File: src/rtl/uart_recv.sv
// uart_recv: 8N1 UART receiver for the Nexys4DDR USB-UART bridge (115200 baud
// from the 100 MHz board clock). Recovers bytes from UART_TXD_IN, strobes
// valid for one cycle per good byte, and strobes frame_err on a low stop bit.
// Compile-time option: define UART_RECV_PARITY_EN for 8E1 framing, which adds
// a PARITY state and the parity_err output.
`timescale 1ns/1ps

module uart_recv #(
    parameter int unsigned BAUD_COUNT = 868,
    parameter int unsigned HALF_COUNT = BAUD_COUNT / 2
) (
    input  logic       CLK100MHZ,
    input  logic       reset,
    input  logic       UART_TXD_IN,
    output logic [7:0] data,
    output logic       valid,
    output logic       frame_err,
`ifdef UART_RECV_PARITY_EN
    output logic       parity_err,
`endif
    output logic       busy
);

    typedef enum logic [2:0] {
        S_IDLE,
        S_START,
        S_DATA,
`ifdef UART_RECV_PARITY_EN
        S_PARITY,
`endif
        S_STOP,
        S_BREAK
    } state_t;

    localparam logic [9:0] HALF_TGT = 10'(HALF_COUNT - 1);
    localparam logic [9:0] BAUD_TGT = 10'(BAUD_COUNT - 1);

    logic       sync1_q;
    logic       rx_s_q;
    state_t     state_q, state_d;
    logic [9:0] cnt_q, cnt_d;
    logic [2:0] idx_q, idx_d;
    logic [7:0] shift_q, shift_d;
    logic [7:0] data_q, data_d;
    logic       valid_q, valid_d;
    logic       ferr_q, ferr_d;
    logic       sample;
`ifdef UART_RECV_PARITY_EN
    logic       par_q, par_d;
    logic       perr_q, perr_d;
`endif

    // Two-flop synchronizer; resets to the idle (high) line level.
    always_ff @(posedge CLK100MHZ or posedge reset) begin
        if (reset) begin
            sync1_q <= 1'b1;
            rx_s_q  <= 1'b1;
        end else begin
            sync1_q <= UART_TXD_IN;
            rx_s_q  <= sync1_q;
        end
    end

    // State register plus the datapath registers that move with it.
    always_ff @(posedge CLK100MHZ or posedge reset) begin
        if (reset) begin
            state_q <= S_IDLE;
            cnt_q   <= '0;
            idx_q   <= '0;
            shift_q <= '0;
            data_q  <= '0;
            valid_q <= 1'b0;
            ferr_q  <= 1'b0;
`ifdef UART_RECV_PARITY_EN
            par_q   <= 1'b0;
            perr_q  <= 1'b0;
`endif
        end else begin
            state_q <= state_d;
            cnt_q   <= cnt_d;
            idx_q   <= idx_d;
            shift_q <= shift_d;
            data_q  <= data_d;
            valid_q <= valid_d;
            ferr_q  <= ferr_d;
`ifdef UART_RECV_PARITY_EN
            par_q   <= par_d;
            perr_q  <= perr_d;
`endif
        end
    end

    // Sample point: mid start bit in START, one full bit period elsewhere.
    always_comb begin
        sample = 1'b0;
        case (state_q)
            S_START: sample = (cnt_q == HALF_TGT);
            S_DATA,
`ifdef UART_RECV_PARITY_EN
            S_PARITY,
`endif
            S_STOP:  sample = (cnt_q == BAUD_TGT);
            default: sample = 1'b0;
        endcase
    end

    // Next-state logic.
    always_comb begin
        state_d = state_q;
        case (state_q)
            S_IDLE:  if (!rx_s_q) state_d = S_START;
            S_START: if (sample)  state_d = rx_s_q ? S_IDLE : S_DATA;
            S_DATA: begin
                if (sample && idx_q == 3'd7) begin
`ifdef UART_RECV_PARITY_EN
                    state_d = S_PARITY;
`else
                    state_d = S_STOP;
`endif
                end
            end
`ifdef UART_RECV_PARITY_EN
            S_PARITY: if (sample) state_d = S_STOP;
`endif
            S_STOP:  if (sample)  state_d = rx_s_q ? S_IDLE : S_BREAK;
            S_BREAK: if (rx_s_q)  state_d = S_IDLE;
            default: state_d = S_IDLE;
        endcase
    end

    // Output and datapath logic. The baud counter restarts on each state
    // entry and after every sample so DATA can reuse it bit after bit.
    always_comb begin
        cnt_d   = cnt_q + 10'd1;
        idx_d   = idx_q;
        shift_d = shift_q;
        data_d  = data_q;
        valid_d = 1'b0;
        ferr_d  = 1'b0;
`ifdef UART_RECV_PARITY_EN
        par_d   = par_q;
        perr_d  = 1'b0;
`endif
        if (state_d != state_q || sample || state_q == S_IDLE || state_q == S_BREAK)
            cnt_d = '0;
        case (state_q)
            S_START: idx_d = '0;
            S_DATA: begin
                if (sample) begin
                    shift_d[idx_q] = rx_s_q;
                    if (idx_q != 3'd7)
                        idx_d = idx_q + 3'd1;
                end
            end
`ifdef UART_RECV_PARITY_EN
            S_PARITY: if (sample) par_d = rx_s_q;
`endif
            S_STOP: begin
                if (sample) begin
                    if (!rx_s_q)
                        ferr_d = 1'b1;
`ifdef UART_RECV_PARITY_EN
                    else if ((^shift_q) ^ par_q)
                        perr_d = 1'b1;
`endif
                    else begin
                        data_d  = shift_q;
                        valid_d = 1'b1;
                    end
                end
            end
            default: ;
        endcase
    end

    assign data      = data_q;
    assign valid     = valid_q;
    assign frame_err = ferr_q;
    assign busy      = (state_q != S_IDLE);
`ifdef UART_RECV_PARITY_EN
    assign parity_err = perr_q;
`endif

endmodule

File: config.mk
export PLATFORM = sky130hd
export DESIGN_NAME = uart_recv
export DESIGN_NICKNAME = d
export VERILOG_FILES = /design/src/rtl/uart_recv.sv
export SDC_FILE = /design/constraint.sdc
export NUM_CORES = 1
export LEC_CHECK = 0
export ABC_AREA = 1
export CORE_MARGIN = 2
export CORE_UTILIZATION = 40
export DETAILED_ROUTE_END_ITERATION = 10
export GPL_ROUTABILITY_DRIVEN = 0
export MAX_ROUTING_LAYER = met4
export SYNTH_ARGS = -nofsm -noshare
export SYNTH_HDL_FRONTEND = slang
export SYNTH_SLANG_ARGS = --single-unit
File: constraint.sdc
create_clock -name CLK100MHZ -period 2.6 [get_ports CLK100MHZ]
set_clock_uncertainty 0.05 [all_clocks]
set_input_delay 0.65 -clock CLK100MHZ [delete_from_list [all_inputs] [get_ports CLK100MHZ]]
set_output_delay 0.65 -clock CLK100MHZ [all_outputs]
set_load 0.05 [all_outputs]
* Yosys cells after proc, flatten, opt, wreduce, memory -nomap -nowiden
Index checks and enable logic that the tools add are counted.
W data, S select, Z words.
** Word-level totals
- Flip-flop bits (word level) :: 36
- Output and inout port bits :: 11
- Logic and storage cells :: 58
** Cells by class
- Add/subtract/negate cells :: 2
- Order comparisons :: 2
- Equal/unequal tests :: 11
- Mux-type cells :: 22
- Reductions and logical operators :: 12
** Operators by type and width (number)
- $mux W3 :: 8
- $pmux W3 S5 :: 1
- $add A10 B1 Y10 const B :: 1
- $eq A10 B10 Y1 const B :: 1
- $eq A10 B9 Y1 const B :: 1
- $mux W10 :: 1
- $bwmux W8 :: 1
- $mux W1 :: 7
- $eq A3 B2 Y1 const B :: 2
- $eq A3 B3 Y1 const B :: 2
- $pmux W3 S2 :: 1
- $reduce_and A3 Y1 :: 2
- $lt A3 B4 Y1 const B :: 1
- $ne A2 B2 Y1 const B :: 2
- $add A3 B1 Y3 const B :: 1
- $demux W1 S3 :: 1
- $eq A3 B1 Y1 const B :: 1
- $ge A3 B1 Y1 const B :: 1
- $logic_not A3 Y1 :: 1
- $logic_or A1 B1 Y1 :: 3
- $ne A3 B3 Y1 :: 1
- $ne A3 B3 Y1 const B :: 1
- $reduce_bool A3 Y1 :: 1
- $logic_and A1 B1 Y1 :: 2
- 5 further kinds :: 5

* Depth between registers and ports, before layout
Gate-level depths: netlist of the first run.
- Depth after elaboration :: 11
- Depth in mapped cells :: 10
- Depth with buffers taken out :: 10

* Least setup slack after synthesis of the first run
No wires, ideal clock.
- Path kind :: register to output
- Start point :: register state_q[2]
- End point :: output busy
- Arrival time :: 0.840 ns
- Data required time :: 1.900 ns
- Setup slack :: 1.060 ns
- Stages on the path, launching flop included :: 3
- Path buffers :: 0
- Path through :: dfrtp_1 -> inv_2 -> nand2_1
** Between the ends
- Word-level cells in the longest chain between the ends :: 1
** Ends and longest elaborated chain
- start: declaration :: line 40 : state_t state_q, state_d;
- start signal: assignment :: line 79 : state_q <= state_d;
- $reduce_bool A3 Y1 :: line 179 : assign busy = (state_q != S_IDLE);
- end: declaration :: line 21 : output logic busy
Every way passes these cells.

* Final worst setup path of the first run
Ends and elaborated chain as after synthesis.

==> results of run 1 <==
==> final cells by class <==
class	instances	area share (%)
Clock buffer	8	4.340
Multi-Input combinational cell	148	35.86
Sequential cell	36	43.52
Inverter	36	6.510
Tap cell	52	3.134
Timing Repair Buffer	14	6.631
==> state kept, by name, indices dropped and copies added, names as in the netlist, 3 cells and up <==
name / flops
cnt_q: 10
data: 8
idx_q: 3
shift_q: 8
state_q: 3
==> cell families after synthesis <==
logic type | after synthesis | synth area share, %
AOI/OAI and AO/OA | 13 | 3.922
and+or+nand+nor | 128 | 33.68
xor gates and xnor gates | 4 | 1.961
adders and majority gates | 3 | 2.101
DFF | 36 | 50.56
buffers and inverters | 37 | 7.773
==> worst paths after layout <==
check                                     startpoint                   to  slack [ns]  cells past startpoint
worst max register to register  state_q[2]$_DFF_PP0_  data[3]$_DFFE_PP0P_        0.98                      8
worst max-delay path            state_q[2]$_DFF_PP0_                 busy        0.20                      3
min in group asynchronous                      reset  data[7]$_DFFE_PP0P_        0.73                      3
worst min register to register     sync1_q$_DFF_PP1_     rx_s_q$_DFF_PP1_        0.31                      0
worst min-delay path               sync1_q$_DFF_PP1_     rx_s_q$_DFF_PP1_        0.31                      0
max in group asynchronous                      reset    sync1_q$_DFF_PP1_        1.43                      3
==> metrics by stage <==
step	cells	total power, uW
floorplan	221	586.7
global placement	286	596.2
detailed placement	286	596.3
CTS	294	998.6
global route	294	1022
finish	294	978.5
==> power by group through the flow <==
stage	logic (uW)	clock network (uW)	registers (uW)
final	17.6	394	567
after global routing	20.8	434	567
after CTS	19.0	413	567
after detailed placement	18.9	0	577
after global placement	19.2	0	577
after floorplan	12.4	0	574
==> cell usage after synthesis (all sizes together) <==
| cell type | instances | share of area (%) |
|---|---|---|
| nand2 | 63 | 14 |
| inv | 35 | 7.4 |
| dfrtp | 34 | 48 |
| nor2 | 32 | 8.1 |
| nand3 | 19 | 6.3 |
| nand4 | 11 | 3.9 |
| o21ai | 8 | 2.2 |
| xor2 | 4 | 2.0 |
| a21oi | 3 | 0.84 |
| ha | 3 | 2.1 |
| nor3b | 3 | 1.3 |
| dfstp | 2 | 2.9 |
| clkbuf | 1 | 0.21 |
| clkinv | 1 | 0.21 |
| o211ai | 1 | 0.42 |
| o21bai | 1 | 0.42 |
==> critical path: stages, from the launching register on <==
cell             delay, ns
dfrtp_1               0.44
inv_2                 0.09
nand2_1               0.09
clkdlybuf4s50_1       0.80
==> layer usage <==
layer	up-vias	share of wire (%)	track usage [%]
li1	739	-	-
met4	0	2.3	6.499
met1	633	50	18.63
met2	20	43	22.53
met3	7	3.8	4.274
met5	-	0	-
==> impl_metrics.ini, run 1 <==
[global_routing]
grt_antenna_before_repair = 0
grt_start_max_net_pins = 37
grt_usage_pct = 14.87
grt_overflow = 0
grt_pass1_wl_um = 5706
grt_pass1_vias = 1337

[clock_network]
postCtsSetupBuffers = 0
cts_tree = built
clk_path_buf_depth = 2
cts_sinks = 36
cts_resized = 0
htreeDepth = 2
ctsRootBufferMaster = clkbuf_8
numCtsBuffers = 5
clock_latency_ns = 0.28
clkSlewWorstSetupHoldPaths_ns = 0.07
hold_buffers = 0

[layout]
drive_gt1_share_pct = 7.438
syn_to_final_growth_pct = 16.18
insertedDiodeCount = 0
nFillCells = 451
fin_area_um2 = 2076
nNetsFinal = 247
layout_commonest_cell = nand2_1
multi_input_area_um2 = 744.5
seq_area_um2 = 903.4
final_cell_mix = nand2_1 (60), dfrtp_1 (34), inv_1 (33)
final_util_pct = 48.00

[drt]
routed_wl_um = 3154
post_drt_wl_per_cell_um = 10.73
ant_nets = 0
first_pass_iters = 4
via_count = 1399
drc = 0
drt_iter0_markers = 39
vias_per_cell = 4.759

[synthesis]
synth_cell_types = 23
synth_nets = 227
ys_warn_count = 0
synth_seq_cells = 36
avgSynthCellArea_um2 = 8.085
seq_area_frac_synth_pct = 50.56
synth.cell_area_um2 = 1787
synthCells = 221

[place]
place_area_um2 = 1986
port_buffers = 13
dp_hpwl_um = 2284
dp_slack_ns = 0.5242

[floorplanning]
rows = 24
die_area_um2 = 5018
fp.dieW_um = 70.84
dieHeight_um = 70.84
start_util_pct = 41.32
coreArea_um2 = 4324
ioPinCount = 14

[pwr]
power.switching_uw = 195.5
pwr-share-comb_pct = 1.8
power_density_nw_per_um2 = 471.4
pwr-share-seq_pct = 58.0
ir_drop_mv = 0.3176
clock_power_share_pct = 40.2
internal_power_uw = 783.1
netSwitchingFraction_pct = 19.97
p_leak_uw = 0.001099

[worst_setup_path]
path_class = register to primary output
cp_data_required_time_ns = 1.90
cp-start-kind = register
path_max_fanout = 5
end_kind = primary output
crit_arrival_ns = 1.70

[timing]
tightest_slew_ns = 0.4952
min_period_ns = 2.399
slew_headroom_pct = 66.88
finalCritPeriodShare_pct = 92.27
hold_viol_final = 0
clock.fmax_ghz = 0.4168
rsz0062_at_grt = false
slew_viol_final = 0
whs_ns = 0.3082
worst_slack_ns = 0.2010
setup_viol = 0
fin_setup_tns_ns = 0

[job]
maxCapViolations = 0

[outcome]
status = finished, final reports clean

[worst_hold_path]
hp-class = register to register
(Power assumes the default switching activity.)
==> inputs of run 2 (changes only) <==
CTS_CLUSTER_SIZE = 12   (was default)
==> results of run 2 <==
No change in the layout: final DEF, timing and power equal those of run 1.
==> inputs of run 3 (changes only) <==
clock period = 2.95 ns   (was 2.6 ns; I/O delays follow)
==> impl_metrics.ini, run 3 (synthesis results as in run 1) <==
[clock_network]
htreeDepth = 2
cts_sinks = 36
cts_resized = 0
clock_latency_ns = 0.28
postCtsSetupBuffers = 0
cts_tree = built
hold_buffers = 0
numCtsBuffers = 5
clk_path_buf_depth = 2
clkSlewWorstSetupHoldPaths_ns = 0.06
ctsRootBufferMaster = clkbuf_8

[layout]
seq_area_um2 = 903.4
layout_commonest_cell = nand2_1
final_cell_mix = nand2_1 (60), dfrtp_1 (34), inv_1 (33)
largest_reg_flops = 10
multi_input_area_um2 = 744.5
drive_gt1_share_pct = 7.438
syn_to_final_growth_pct = 16.18
nFillCells = 455
nNetsFinal = 247
insertedDiodeCount = 0
top_register = cnt_q

[floorplanning]
rows = 24
dieHeight_um = 70.84
die_area_um2 = 5018
fp.dieW_um = 70.84
coreArea_um2 = 4324
start_util_pct = 41.32
ioPinCount = 14

[worst_setup_path]
crit_arrival_ns = 1.70
cp-start-kind = register
end_kind = primary output
path_class = register to primary output
path_max_fanout = 5
cp_data_required_time_ns = 2.16

[drt]
first_pass_iters = 4
drt_iter0_markers = 57
ant_nets = 0
via_count = 1420
routed_wl_um = 3177
drc = 0
vias_per_cell = 4.830
post_drt_wl_per_cell_um = 10.81

[timing]
slew_viol_final = 0
tightest_slew_ns = 0.4975
whs_ns = 0.3079
fin_setup_tns_ns = 0
min_period_ns = 2.488
slew_headroom_pct = 66.73
finalCritPeriodShare_pct = 84.35
rsz0062_at_grt = false
setup_viol = 0
clock.fmax_ghz = 0.4019
hold_viol_final = 0

[worst_hold_path]
hp-class = register to register

[global_routing]
grt_start_max_net_pins = 37
grt_antenna_before_repair = 0
met2_usage_pct = 23.36
grt_pass1_wl_um = 5830
grt_busiest_layer = met2
grt_overflow = 0
grt_util_met3_pct = 4.274
grt_util_met1_pct = 18.80
grt_pass1_vias = 1352
grt_usage_pct = 15.11

[pwr]
ir_drop_mv = 0.2028
power_density_nw_per_um2 = 417.0
p_leak_uw = 0.001099

[place]
port_buffers = 13
dp_hpwl_um = 2309

[outcome]
status = finished, final reports clean

[job]
maxCapViolations = 0
-- run 3: cell counts in the layout (fill, tap and decap cells not counted) --
Identical to the previous run, type by type.
-- run 3: per-stage QoR --
step | instances | power (uW) | utilization [%] | setup slack [ns] | instance area [um2]
after CTS | 294 | 882.2 | 48.00 | 0.4605 | 2076
after floorplan | 221 | 517.1 | - | 1.323 | 1787
after global routing | 294 | 900.6 | 48.00 | 0.3780 | 2076
final | 294 | 865.5 | 48.00 | 0.4617 | 2076
after detailed placement | 286 | 525.7 | 45.92 | 0.7867 | 1986
after global placement | 286 | 525.5 | 45.92 | 0.7866 | 1986
-- run 3: power by group --
| group | internal, uW | switching, uW | leakage [uW] | total (uW) |
|---|---|---|---|---|
| sequential | 496 | 3.41 | 0.000481 | 500 |
| combinational | 3.73 | 11.9 | 0.000572 | 15.7 |
| clock | 190 | 160 | 0.0000455 | 350 |
-- run 3: cell type report --
| cell class | instances | area share [%] |
|---|---|---|
| flip-flops and latches | 36 | 43.52 |
| multi-input cells | 148 | 35.86 |
| repair buffers | 14 | 6.631 |
| inverters | 36 | 6.510 |
| clock buffers | 8 | 4.340 |
| well taps | 52 | 3.134 |
-- run 3: final timing paths --
kind,startpoint,end,slack [ns],cells past startpoint
setup / recovery,state_q[2]$_DFF_PP0_,busy,0.46,3
hold / removal,sync1_q$_DFF_PP1_,rx_s_q$_DFF_PP1_,0.31,0
setup reg to reg,state_q[2]$_DFF_PP0_,shift_q[2]$_DFFE_PP0P_,1.34,8
hold reg to reg,sync1_q$_DFF_PP1_,rx_s_q$_DFF_PP1_,0.31,0
max in group asynchronous,reset,sync1_q$_DFF_PP1_,1.69,3
min in group asynchronous,reset,data[1]$_DFFE_PP0P_,0.81,3
-- run 3: critical path: stages (launching register included) --
cell	delay [ns]
dfrtp_1	0.44
inv_2	0.09
nand2_1	0.09
clkdlybuf4s50_1	0.80
-- run 3: layer usage --
metal  share of wire, %  vias up
li1                   -      741
met1                 50      656
met2                 45       16
met3                3.1        7
met4                1.7        0
met5                  0        -
==> patch 1: new RTL, settings of run 1 <==
Reset style: synchronous (`reset`), changed in 2 clocked blocks.
--- a/src/rtl/uart_recv.sv
+++ b/src/rtl/uart_recv.sv
@@ -53,3 +53,3 @@
     // Two-flop synchronizer; resets to the idle (high) line level.
-    always_ff @(posedge CLK100MHZ or posedge reset) begin
+    always_ff @(posedge CLK100MHZ) begin
         if (reset) begin
@@ -64,3 +64,3 @@
     // State register plus the datapath registers that move with it.
-    always_ff @(posedge CLK100MHZ or posedge reset) begin
+    always_ff @(posedge CLK100MHZ) begin
         if (reset) begin
Function: differs if reset is asserted again (counterexample within 4 cycles, from zero or initial values and one cycle with reset high); with reset held inactive, the same outputs for 10 cycles.
==> patch 1 against run 1 <==
  * Sequential cell count did not move
  * Highest routed layer unchanged
  * Area after synthesis fell by 8.5%
  * Worst setup slack got worse by 0.049 ns
  * Register-to-register slack worse by 0.11 ns
  * Wire length decreased by 1.8%
  * Synthesized cell count is the same
  * Largest cell class is now multi-input gates
  * Cell area fell by 8.3%
Power is not compared: it rests on default switching activity, and its combinational part moved more than twofold at a synthesized area within 25%.
==> patch 1: results (changes against run 1) <==
Drt:
- The average wire per standard cell is 10.7 um (about the same).
- The detailed route wirelength on metal3 is 119 um (-1.7%).
- The detailed-routing wirelength on met1 is 1600 um (+0.69%).
- The sum of met2 wire segment lengths after detailed routing was 1320 um (-3.9%).
- The initial DRC count was 70 (+79%).
- The via count came to 1381 (-1.3%).

Cells and area:
- The ratio of cells with drive above 1 in the final layout is 10.0% (+2.6 points).
- The count of filler cells inserted in the layout is 414 (-8.2%).
- The final net count is 244 (-1.2%).
- The multi-input logic area was 786 um2 (+5.5%).

Timing:
- The transition time at the pin with the least slew margin is 0.495 ns (-0.000128 ns).
- The smallest hold slack is 0.360 ns (+0.0518 ns).

Worst setup path:
- The largest incremental delay on the critical path is 0.78 ns (-0.02 ns).
- The maximum net fanout on the critical path was 4 (-1).
- The reg-to-reg startpoint is idx_q[0].
- In this run the worst setup path begins at state_q[1].
- The worst register-to-register path ends at idx_q[2].
- The logic depth of the worst register-to-register path is 6 (-2).

Synthesis:
- The distinct cell type count of the synthesized netlist was 31 (+35%).
- The share of flip-flops with an asynchronous set or reset after synthesis is 0% (-100 points).
- The portion of the post-synthesis area used by sequential elements came to 44.1% (-6.5 points).

Place:
- The post-placement setup slack was 0.470 ns (-0.0546 ns).
- The HPWL after detailed placement is 2240 um (-2.0%).

Global route:
- The pin count of the biggest net entering global routing is 16 (-57%).
- The via count of the first global-routing pass came to 1253 (-6.3%).
- The first-pass GRT wire length is 5580 um (-2.2%).

Hold path:
- The endpoint of the worst hold-timing path is rx_s_q.
- The worst hold path begins at sync1_q.
- The instance count along the most critical hold path came to 1 (+1).

Outcome:
- The flow ran to the end, and the final reports show no timing, DRC or antenna violations.
## patch 1: area by class of cell
cell class / count / area share, %
repair buffers: 14 / 7.23
inverters: 28 / 5.52
multi-input cells: 153 / 41.3
clock buffers: 6 / 4.34
flip-flops and latches: 36 / 37.8
clock inverters: 2 / 0.526
well taps: 50 / 3.29
## patch 1: cells by family (layout without fill, tap and decap cells)
logic type	Yosys count	in the layout	share of synthesized area, %
xor+xnor	4	4	2.14
fa+ha+maj	3	3	2.30
compound gates	28	28	9.41
flops	36	36	44.1
simple gates	118	118	34.2
buf+inv	32	50	7.88
## patch 1: power by group through the flow
stage / Clock (mW) / Sequential [mW] / Combinational (mW)
after floorplan: 0 / 0.568 / 0.0256
after global placement: 0 / 0.569 / 0.0357
after detailed placement: 0 / 0.569 / 0.0360
after CTS: 0.423 / 0.556 / 0.0360
after global routing: 0.439 / 0.557 / 0.0413
final: 0.410 / 0.557 / 0.0359
==> patch 2: new RTL, settings of run 1 <==
Made on the original files. The option `UART_RECV_PARITY_EN` is turned on by a define.
--- a/src/rtl/uart_recv.sv
+++ b/src/rtl/uart_recv.sv
@@ -6,2 +6,4 @@
 `timescale 1ns/1ps
+
+`define UART_RECV_PARITY_EN
 
Formal check against the unedited RTL (old outputs only; new: parity_err): no difference found for any inputs over 10 cycles, from zero or initial values and one cycle with reset high; that may be too few to reach the edited logic, so the function may still have changed.
==> patch 2 against run 1 <==
  * Area after synthesis increased by 15%
  * Die area increased by 14%
  * Sequential cell count increased by 2
  * Non-clock buffer count increased by 2
  * Power increased by 6.8%
  * Worst setup slack got worse by 0.020 ns
  * Cell count increased by 20%
  * Synthesized cell count increased by 19%
  * Hold slack improved by 0.0025 ns
  * Cell area increased by 15%
  * First-iteration DRC count increased to 2.8 times the old value
  * Critical path depth unchanged
  * Wire length increased by 28%
  * Highest routed layer unchanged
==> patch 2: results (changes against run 1) <==
Drt:
- The total wire length is 4040 um (+28%).
- The number of vias per cell after detailed routing is 4.72 (-0.76%).
- The initial DRC count is 111 (+180%).

Synthesis:
- The number of warning messages in the yosys log is 0 (unchanged).
- The portion of the post-synthesis area used by sequential elements was 46.3% (-4.3 points).
- The synthesized area per cell is 7.86 um2 (-2.8%).
- The commonest cells after synthesis are 69 x nand2_1, 44 x inv_1, 36 x dfrtp_1.
- The distinct cell type count of the synthesized netlist is 30 (+30%).
- The synthesized net count was 268 (+18%).
- Sorting the synthesized cells by area gives the leading types as dfrtp_1 44%, nand2_1 13%, inv_1 8.0%, nand3_1 4.6%, nand4_1 4.6%.
- The most instantiated flip-flop cell in the synthesis netlist is dfrtp_1.

Worst setup path:
- The reg-to-reg startpoint is state_q[1].
- The cell at the slowest stage of the critical path is clkdlybuf4s50_1.
- The worst setup path startpoint is state_q[0].
- The maximum net fanout on the critical path is 6 (+1).
- The data arrival at the endpoint of the critical path is 1.72 ns (+0.02 ns).

Place:
- The post-placement setup slack came to 0.512 ns (-0.0122 ns).
- The number of buffers added on ports was 14 (+1).
- The HPWL after detailed placement is 2890 um (+27%).
- The placement-stage cell area is 0.00229 mm2 (+15%).

Cells and area:
- The final net count is 288 (+17%).
- The number of flip-flops in the largest register is 10 (unchanged).
- The number of standard cells in the layout, taps in and fillers out is 353 (+20%).
- The ratio of cells with drive above 1 in the final layout is 12.4% (+4.9 points).

Pwr:
- The reported leakage power is 1.22 nW (+11%).
- The highest ir drop seen on vdd is 0.240 mV (-24%).

Clock tree:
- After clock tree synthesis, the clock-pin slew on the worst setup and hold paths is 0.08 ns.
- The clock latency of the later-clocked register in the worst-skew pair is 0.30 ns (+0.02 ns).

Global route:
- The pin count of the biggest net entering global routing came to 39 (+5.4%).
- The first-pass GRT wire length was 7060 um (+24%).
- The via count of the first global-routing pass is 1585 (+19%).
- The total global-route track usage was 17.2% (+2.4 points).

Outcome:
- The run finished with clean final reports.

Hold path:
- The path category of the worst min-delay check is reg -> reg.

Timing:
- The transition time at the pin with the least slew margin is 0.492 ns (-0.00277 ns).
-- patch 2: changes by cell type after synthesis, moves of 3 or more --
cell | run 1 | this run
nand2_2 | 1 | 7
nand2_1 | 60 | 69
nand4_1 | 11 | 15
nor2_2 | 0 | 5
nor3b_1 | 3 | 0
nor2_1 | 30 | 20
nor3_1 | 0 | 4
o21ai_1 | 0 | 6
inv_1 | 33 | 44
-- patch 2: metal layers --
| metal | part of all wire [%] | vias to the layer above | track usage (%) |
|---|---|---|---|
| met4 | 2.2 | 0 | 7.41 |
| met3 | 3.4 | 9 | 4.63 |
| li1 | - | 867 | - |
| met5 | 0 | - | - |
| met1 | 47 | 768 | 20.6 |
| met2 | 47 | 23 | 27.3 |
-- patch 2: worst paths after layout --
| kind | endpoint | slack, ns | cells past startpoint |
|---|---|---|---|
| setup / recovery | busy | 0.18 | 3 |
| hold reg to reg | rx_s_q | 0.31 | 0 |
| hold / removal | rx_s_q | 0.31 | 0 |
| max in group asynchronous | sync1_q | 1.44 | 3 |
| min in group asynchronous | data[7] | 0.70 | 3 |
| setup reg to reg | cnt_q[7] | 0.79 | 8 |
-- patch 2: layout make-up --
class / instances / area [um2]
clock buffer: 6 / 82.6
clock inverter: 2 / 12.5
fill: 519 / 2660
inverter: 47 / 176
multi-input combinational: 174 / 913
sequential: 38 / 953
tap: 70 / 87.6
timing repair buffer: 16 / 155
-- patch 2: cell families after synthesis --
group / synth area share (%)
simple gates: 34.6
buf+inv: 9.36
flops: 46.3
compound gates: 4.50
xor+xnor: 3.40
fa+ha+maj: 1.82
-- patch 2: power by group --
part	leakage, nW	switching (mW)	internal [mW]
Sequential	0.509	0.00162	0.593
Combinational	0.669	0.0134	0.00388
Clock	0.0472	0.219	0.213
